File: src/rtl/fetch_unit_if.sv
`default_nettype none
// ============================================================================
//  Module      : fetch_unit_if
//  Description : Instruction-memory request/response channel and decode-side
//                valid/ready channel of the fetch stage, plus the redirect.
//  Revision    : 1.0  initial release
// ============================================================================
interface fetch_unit_if;
  // Instruction memory side
  logic        imem_req;
  logic [31:0] imem_addr;
  logic        imem_gnt;
  logic        imem_rvalid;
  logic [31:0] imem_rdata;
  // Decode side
  logic        instr_valid;
  logic [31:0] instr;
  logic [31:0] instr_pc;
  logic        instr_ready;
  // Branch/jump resolution
  logic        redirect;
  logic [31:0] redirect_pc;

  // Fetch unit view
  modport master (
    output imem_req, imem_addr, instr_valid, instr, instr_pc,
    input  imem_gnt, imem_rvalid, imem_rdata, instr_ready, redirect, redirect_pc
  );

  // Memory / decode / branch environment view
  modport slave (
    input  imem_req, imem_addr, instr_valid, instr, instr_pc,
    output imem_gnt, imem_rvalid, imem_rdata, instr_ready, redirect, redirect_pc
  );
endinterface
`default_nettype wire

File: src/rtl/fetch_unit.sv
`default_nettype none
// ============================================================================
//  Module      : fetch_unit
//  Description : Instruction fetch stage. Holds the PC, issues one word read
//                at a time to instruction memory, buffers returned words in a
//                small FIFO and presents them to decode. A redirect flushes
//                the FIFO, drops any in-flight response and restarts fetch.
//  Revision    : 1.0  initial release
// ============================================================================
module fetch_unit #(
  parameter logic [31:0] RESET_PC  = 32'h0000_0000,
  parameter int          BUF_DEPTH = 2
) (
  input  wire logic      clk,
  input  wire logic      rst,
  fetch_unit_if.master   bus
);

  localparam int PTR_W = $clog2(BUF_DEPTH);
  localparam int CNT_W = $clog2(BUF_DEPTH + 1);
  localparam logic [CNT_W-1:0] c_DEPTH = CNT_W'(BUF_DEPTH);

  typedef enum logic [1:0] {
    S_REQ  = 2'd0,  // free to request
    S_WAIT = 2'd1,  // one request outstanding, response kept
    S_DROP = 2'd2   // one request outstanding, response discarded
  } state_t;

  state_t           r_state;
  state_t           w_state_nxt;
  logic [31:0]      r_fetch_pc;
  logic [31:0]      r_out_pc;
  logic [31:0]      r_pc_mem   [BUF_DEPTH];
  logic [31:0]      r_word_mem [BUF_DEPTH];
  logic [PTR_W-1:0] r_wr_ptr;
  logic [PTR_W-1:0] r_rd_ptr;
  logic [CNT_W-1:0] r_count;

  logic             w_valid;
  logic             w_pop;
  logic [CNT_W-1:0] w_cnt_after_pop;
  logic             w_req;
  logic             w_issue;
  logic             w_push;
  logic [31:0]      w_redirect_pc;

  assign w_valid         = (r_count != '0);
  assign w_pop           = w_valid && bus.instr_ready;
  assign w_cnt_after_pop = r_count - CNT_W'(w_pop);
  // Low two address bits are forced to zero so fetch stays word aligned
  assign w_redirect_pc   = bus.redirect_pc & 32'hFFFF_FFFC;

  assign bus.imem_req    = w_req;
  assign bus.imem_addr   = r_fetch_pc;
  assign bus.instr_valid = w_valid;
  assign bus.instr       = r_word_mem[r_rd_ptr];
  assign bus.instr_pc    = r_pc_mem[r_rd_ptr];

  // Next-state and handshake decode; redirect overrides the normal flow
  always_comb begin
    w_state_nxt = r_state;
    // Request is held off during reset and whenever the slot it would fill
    // is not guaranteed free after this cycle's pop
    w_req   = !rst && (r_state == S_REQ) && (w_cnt_after_pop < c_DEPTH);
    w_issue = w_req && bus.imem_gnt;
    w_push  = (r_state == S_WAIT) && bus.imem_rvalid && !bus.redirect;
    if (bus.redirect) begin
      case (r_state)
        S_REQ:   w_state_nxt = w_issue ? S_DROP : S_REQ;
        S_WAIT,
        S_DROP:  w_state_nxt = bus.imem_rvalid ? S_REQ : S_DROP;
        default: w_state_nxt = S_REQ;
      endcase
    end else begin
      case (r_state)
        S_REQ:   if (w_issue)         w_state_nxt = S_WAIT;
        S_WAIT:  if (bus.imem_rvalid) w_state_nxt = S_REQ;
        S_DROP:  if (bus.imem_rvalid) w_state_nxt = S_REQ;
        default: w_state_nxt = S_REQ;
      endcase
    end
  end

  // FSM state register
  always_ff @(posedge clk or posedge rst) begin
    if (rst) r_state <= S_REQ;
    else     r_state <= w_state_nxt;
  end

  // Fetch PC and in-flight PC; a grant in a redirect cycle still records
  // the old PC but its response is dropped
  always_ff @(posedge clk or posedge rst) begin
    if (rst) begin
      r_fetch_pc <= RESET_PC;
      r_out_pc   <= '0;
    end else begin
      if (w_issue) r_out_pc <= r_fetch_pc;
      if (bus.redirect)  r_fetch_pc <= w_redirect_pc;
      else if (w_issue)  r_fetch_pc <= r_fetch_pc + 32'd4;
    end
  end

  // FIFO pointers and occupancy; redirect empties the buffer
  always_ff @(posedge clk or posedge rst) begin
    if (rst) begin
      r_wr_ptr <= '0;
      r_rd_ptr <= '0;
      r_count  <= '0;
    end else if (bus.redirect) begin
      r_wr_ptr <= '0;
      r_rd_ptr <= '0;
      r_count  <= '0;
    end else begin
      if (w_push) r_wr_ptr <= r_wr_ptr + PTR_W'(1);
      if (w_pop)  r_rd_ptr <= r_rd_ptr + PTR_W'(1);
      r_count <= r_count + CNT_W'(w_push) - CNT_W'(w_pop);
    end
  end

  // FIFO storage; cleared on reset so the head reads zero
  always_ff @(posedge clk or posedge rst) begin
    if (rst) begin
      for (int i = 0; i < BUF_DEPTH; i++) begin
        r_pc_mem[i]   <= '0;
        r_word_mem[i] <= '0;
      end
    end else if (w_push) begin
      r_pc_mem[r_wr_ptr]   <= r_out_pc;
      r_word_mem[r_wr_ptr] <= bus.imem_rdata;
    end
  end

endmodule
`default_nettype wire
File: src/flat_wrapper.sv
// flat-port wrapper written by rule: the top's interface ports become plain ports
module fetch_unit_flat 
#(
  parameter logic [31:0] RESET_PC  = 32'h0000_0000,
  parameter int          BUF_DEPTH = 2
)
  (clk, rst, bus_imem_req, bus_imem_addr, bus_instr_valid, bus_instr, bus_instr_pc, bus_imem_gnt, bus_imem_rvalid, bus_imem_rdata, bus_instr_ready, bus_redirect, bus_redirect_pc);
  fetch_unit_if bus_i ();
  input  wire logic clk;
  input  wire logic rst;
  output wire logic [$bits(bus_i.imem_req)-1:0] bus_imem_req;
  output wire logic [$bits(bus_i.imem_addr)-1:0] bus_imem_addr;
  output wire logic [$bits(bus_i.instr_valid)-1:0] bus_instr_valid;
  output wire logic [$bits(bus_i.instr)-1:0] bus_instr;
  output wire logic [$bits(bus_i.instr_pc)-1:0] bus_instr_pc;
  input wire logic [$bits(bus_i.imem_gnt)-1:0] bus_imem_gnt;
  input wire logic [$bits(bus_i.imem_rvalid)-1:0] bus_imem_rvalid;
  input wire logic [$bits(bus_i.imem_rdata)-1:0] bus_imem_rdata;
  input wire logic [$bits(bus_i.instr_ready)-1:0] bus_instr_ready;
  input wire logic [$bits(bus_i.redirect)-1:0] bus_redirect;
  input wire logic [$bits(bus_i.redirect_pc)-1:0] bus_redirect_pc;
  assign bus_imem_req = bus_i.imem_req;
  assign bus_imem_addr = bus_i.imem_addr;
  assign bus_instr_valid = bus_i.instr_valid;
  assign bus_instr = bus_i.instr;
  assign bus_instr_pc = bus_i.instr_pc;
  assign bus_i.imem_gnt = bus_imem_gnt;
  assign bus_i.imem_rvalid = bus_imem_rvalid;
  assign bus_i.imem_rdata = bus_imem_rdata;
  assign bus_i.instr_ready = bus_instr_ready;
  assign bus_i.redirect = bus_redirect;
  assign bus_i.redirect_pc = bus_redirect_pc;
  fetch_unit #(.RESET_PC(RESET_PC), .BUF_DEPTH(BUF_DEPTH)) u_core (.clk(clk), .rst(rst), .bus(bus_i));
endmodule
File: config.mk
export PLATFORM = sky130hd
export DESIGN_NAME = fetch_unit_flat
export DESIGN_NICKNAME = d
export VERILOG_FILES = /design/src/rtl/fetch_unit_if.sv /design/src/rtl/fetch_unit.sv /design/src/flat_wrapper.sv
export SDC_FILE = /design/constraint.sdc
export NUM_CORES = 1
export LEC_CHECK = 0
export CORE_ASPECT_RATIO = 1.75
export CORE_UTILIZATION = 25
export DETAILED_ROUTE_END_ITERATION = 8
export SLEW_MARGIN = 20
export SYNTH_ARGS = -nofsm -noshare
export SYNTH_HDL_FRONTEND = slang
export SYNTH_SLANG_ARGS = --single-unit
File: constraint.sdc
create_clock -name clk -period 8.6 [get_ports clk]
set_clock_uncertainty 0.15 [all_clocks]
set_input_delay 1.72 -clock clk [delete_from_list [all_inputs] [get_ports clk]]
set_output_delay 1.72 -clock clk [all_outputs]
set_load 0.01 [all_outputs]
==> metrics <==
status complete, no violations; RSZ-0062 raised after global routing false; Hold Crit Class reg2reg; fmax between 150 and 200 MHz; detailed placement HPWL 14100 um; Post-CTS Hold Buffers 0; clk slew on worst S/H paths 0.07 ns; Crit Path Class in2out; final instance area 11300 um2; drt pass-1 iters 6; IO buf count 161; largest net degree at the start of global routing 106; layout cell share with drive strength beyond 1 0.277; Detailed Route WL 21200 um; DIE HEIGHT 247 um; crit path time final 5.47 ns; r2r setup slk 5.84 ns; DRT antenna net count 0; synthesized instance count between 600 and 700; RR Startpoint u_core.r_count[1]; Reg-to-Reg End u_core.bus.imem_addr[24]; TritonCTS clock tree yes; Final nets 923; Via density around 4.3; R2R depth 8; Setup TNS 0 ns; Syn-to-layout area delta 31.1%; mapped cell area 8610 um2; max cap viols 0; most frequent cells in the layout mux2_2 (189), dfrtp_1 (189), clkdlybuf4s50_1 (160); TritonCTS Buffers 17; initial antenna violation count 0; syn avg cell area ~12 um2; Die X 142 um; Worst Path Max Fanout 6; setup ws final 3.13 ns; Via Count 5674; worst slack at placement 3.13 ns; PnR Total Power roughly 3.3 mW; area of the multi-input gates roughly 3600 um2; Hold Crit Depth 2; Slew Viols, Final 0; # diodes 0; GP Congestion between 0.7 and 0.8; Die ar. 35200 um2; hold wc startpoint u_core.r_out_pc[4]; slew margin rel. 0.332; GRT Overall Usage 0.127; Startpoint Class input pin; register area share after synthesis 0.552; top_reg_cell synth dfrtp_1; Post-CTS Resized 0; Cell Area, Placed 10700 um2; CP endpoint kind primary output; Initial Utilization 0.254; Fin. Hold Viols 0; maximum buffer depth of the clock tree 2; FILL cells around 3.5k; Synth warnings 0; synthesized flop and latch total 190; io pins 168; global-route wire length before repair 33500 um; Hold Path End u_core.r_out_pc[4]; Post-synth EDFFs 0; drt wl/cell 16.2 um; number of global-route vias before repair 6054; # Post-CTS Setup Buffers 0; async set-or-reset flop fraction in the synthesized netlist 1.00; sequential standard cell area 4760 um2; CP required 6.73 ns; grt total ovfl 0; CTS H-tree lvls 4; count of final setup violators 0; Leakage 5.06 nW; cell row count 89; worst slew pin tran 1.00 ns; library cells used by synthesis 41; DRC 0; pwr dens between 200 and 300 nW/um2; crit path DAT 3.60 ns; clock latency on the worst-skew pair 0.45 ns; Max IR drop VDD around 0.13 mV; total core area approximately 34000 um2; clock root buffer clkbuf_16; DR iter-0 viols between 150 and 200; CTS Sinks 190; final worst path period share 0.636
-- worst max-delay path: stages --
cell	delay, ns
clkdlybuf4s50_1	0.40
and2_1	0.18
ha_1	0.22
xnor2_2	0.26
and2_1	0.19
clkdlybuf4s50_1	0.62
-- metal layers --
layer / up-vias / share of wire / global-route usage
met3: 27 / 0.030 / 0.0237
met4: 0 / 0.032 / 0.0746
li1: 2682 / - / -
met2: 113 / 0.53 / 0.225
met1: 2852 / 0.41 / 0.141
met5: - / 0 / 0
-- cell type report --
class / count / share of cell area
Clock buffer: 20 / 0.0387
Clock inverter: 12 / 0.0161
Inverter: 10 / 0.00399
Multi-Input combinational cell: 460 / 0.323
Sequential cell: 190 / 0.421
Tap cell: 455 / 0.0504
Timing Repair Buffer: 167 / 0.147
-- metrics by stage --
stage / utilization / hold slack [ns] / instances
floorplan: - / 0.308 / 701
global placement: 0.315 / 0.326 / 1282
detailed placement: 0.315 / 0.334 / 1282
CTS: 0.333 / 0.352 / 1314
global route: 0.333 / 0.366 / 1314
finish: 0.333 / 0.347 / 1314
-- flip-flops by register name, indices dropped and copies added, names as in the netlist --
name	cells
u_core.r_state	2
u_core.bus.imem_addr	30
u_core.r_word_mem	64
u_core.r_count	2
u_core.r_wr_ptr	1
u_core.r_rd_ptr	1
u_core.r_out_pc	30
u_core.r_pc_mem	60
-- cell families (layout without fill, tap and decap cells) --
group	after synthesis	in the layout	synth area share
flops	190	190	0.552
fa+ha+maj	7	7	0.0102
other cells	1	4	0.000436
xor+xnor	33	33	0.0345
compound gates	36	36	0.0220
buf+inv	51	209	0.0275
mux	190	190	0.248
simple gates	190	190	0.105
-- how the worst max path moves through the flow --
stage	start	to	slack, ns	cells after the start
5_1_grt	bus_instr_ready	bus_imem_req	3.06	6
3_5_place_dp	bus_instr_ready	bus_imem_req	3.13	6
4_1_cts	bus_instr_ready	bus_imem_req	3.12	6
3_3_place_gp	bus_instr_ready	bus_imem_req	3.14	6
6_report	bus_instr_ready	bus_imem_req	3.13	6
2_1_floorplan	rst	u_core.bus.imem_addr[10]	1.56	1
-- synth_stat cells, types with 2 or more instances --
cell,instances,area [um2]
inv_1,10,37.5
buf_1,6,22.5
clkbuf_1,12,45.0
buf_4,4,30.0
nor2_1,10,37.5
nor2b_1,3,18.8
dfrtp_1,190,4750
and4_1,2,17.5
xor2_1,14,123
and3_1,4,25.0
nand2_1,120,450
mux2_2,189,2130
o21ai_1,6,30.0
a21oi_1,3,15.0
nor4_2,3,37.5
nor3_1,8,40.0
nand2b_1,2,12.5
and2_1,4,25.0
nand3_1,10,50.1
and4_4,2,22.5
nand4_1,13,81.3
xnor2_1,18,158
o21ai_0,24,120
buf_2,18,90.1
ha_1,7,87.6
-- power breakdown --
group / internal, mW / switching (mW) / leakage [nW]
Clock: 0.489 / 0.356 / 0.293
Sequential: 1.15 / 0.161 / 2.49
Combinational: 0.672 / 0.486 / 2.27
Note: power is estimated with default switching activity, not from simulation.
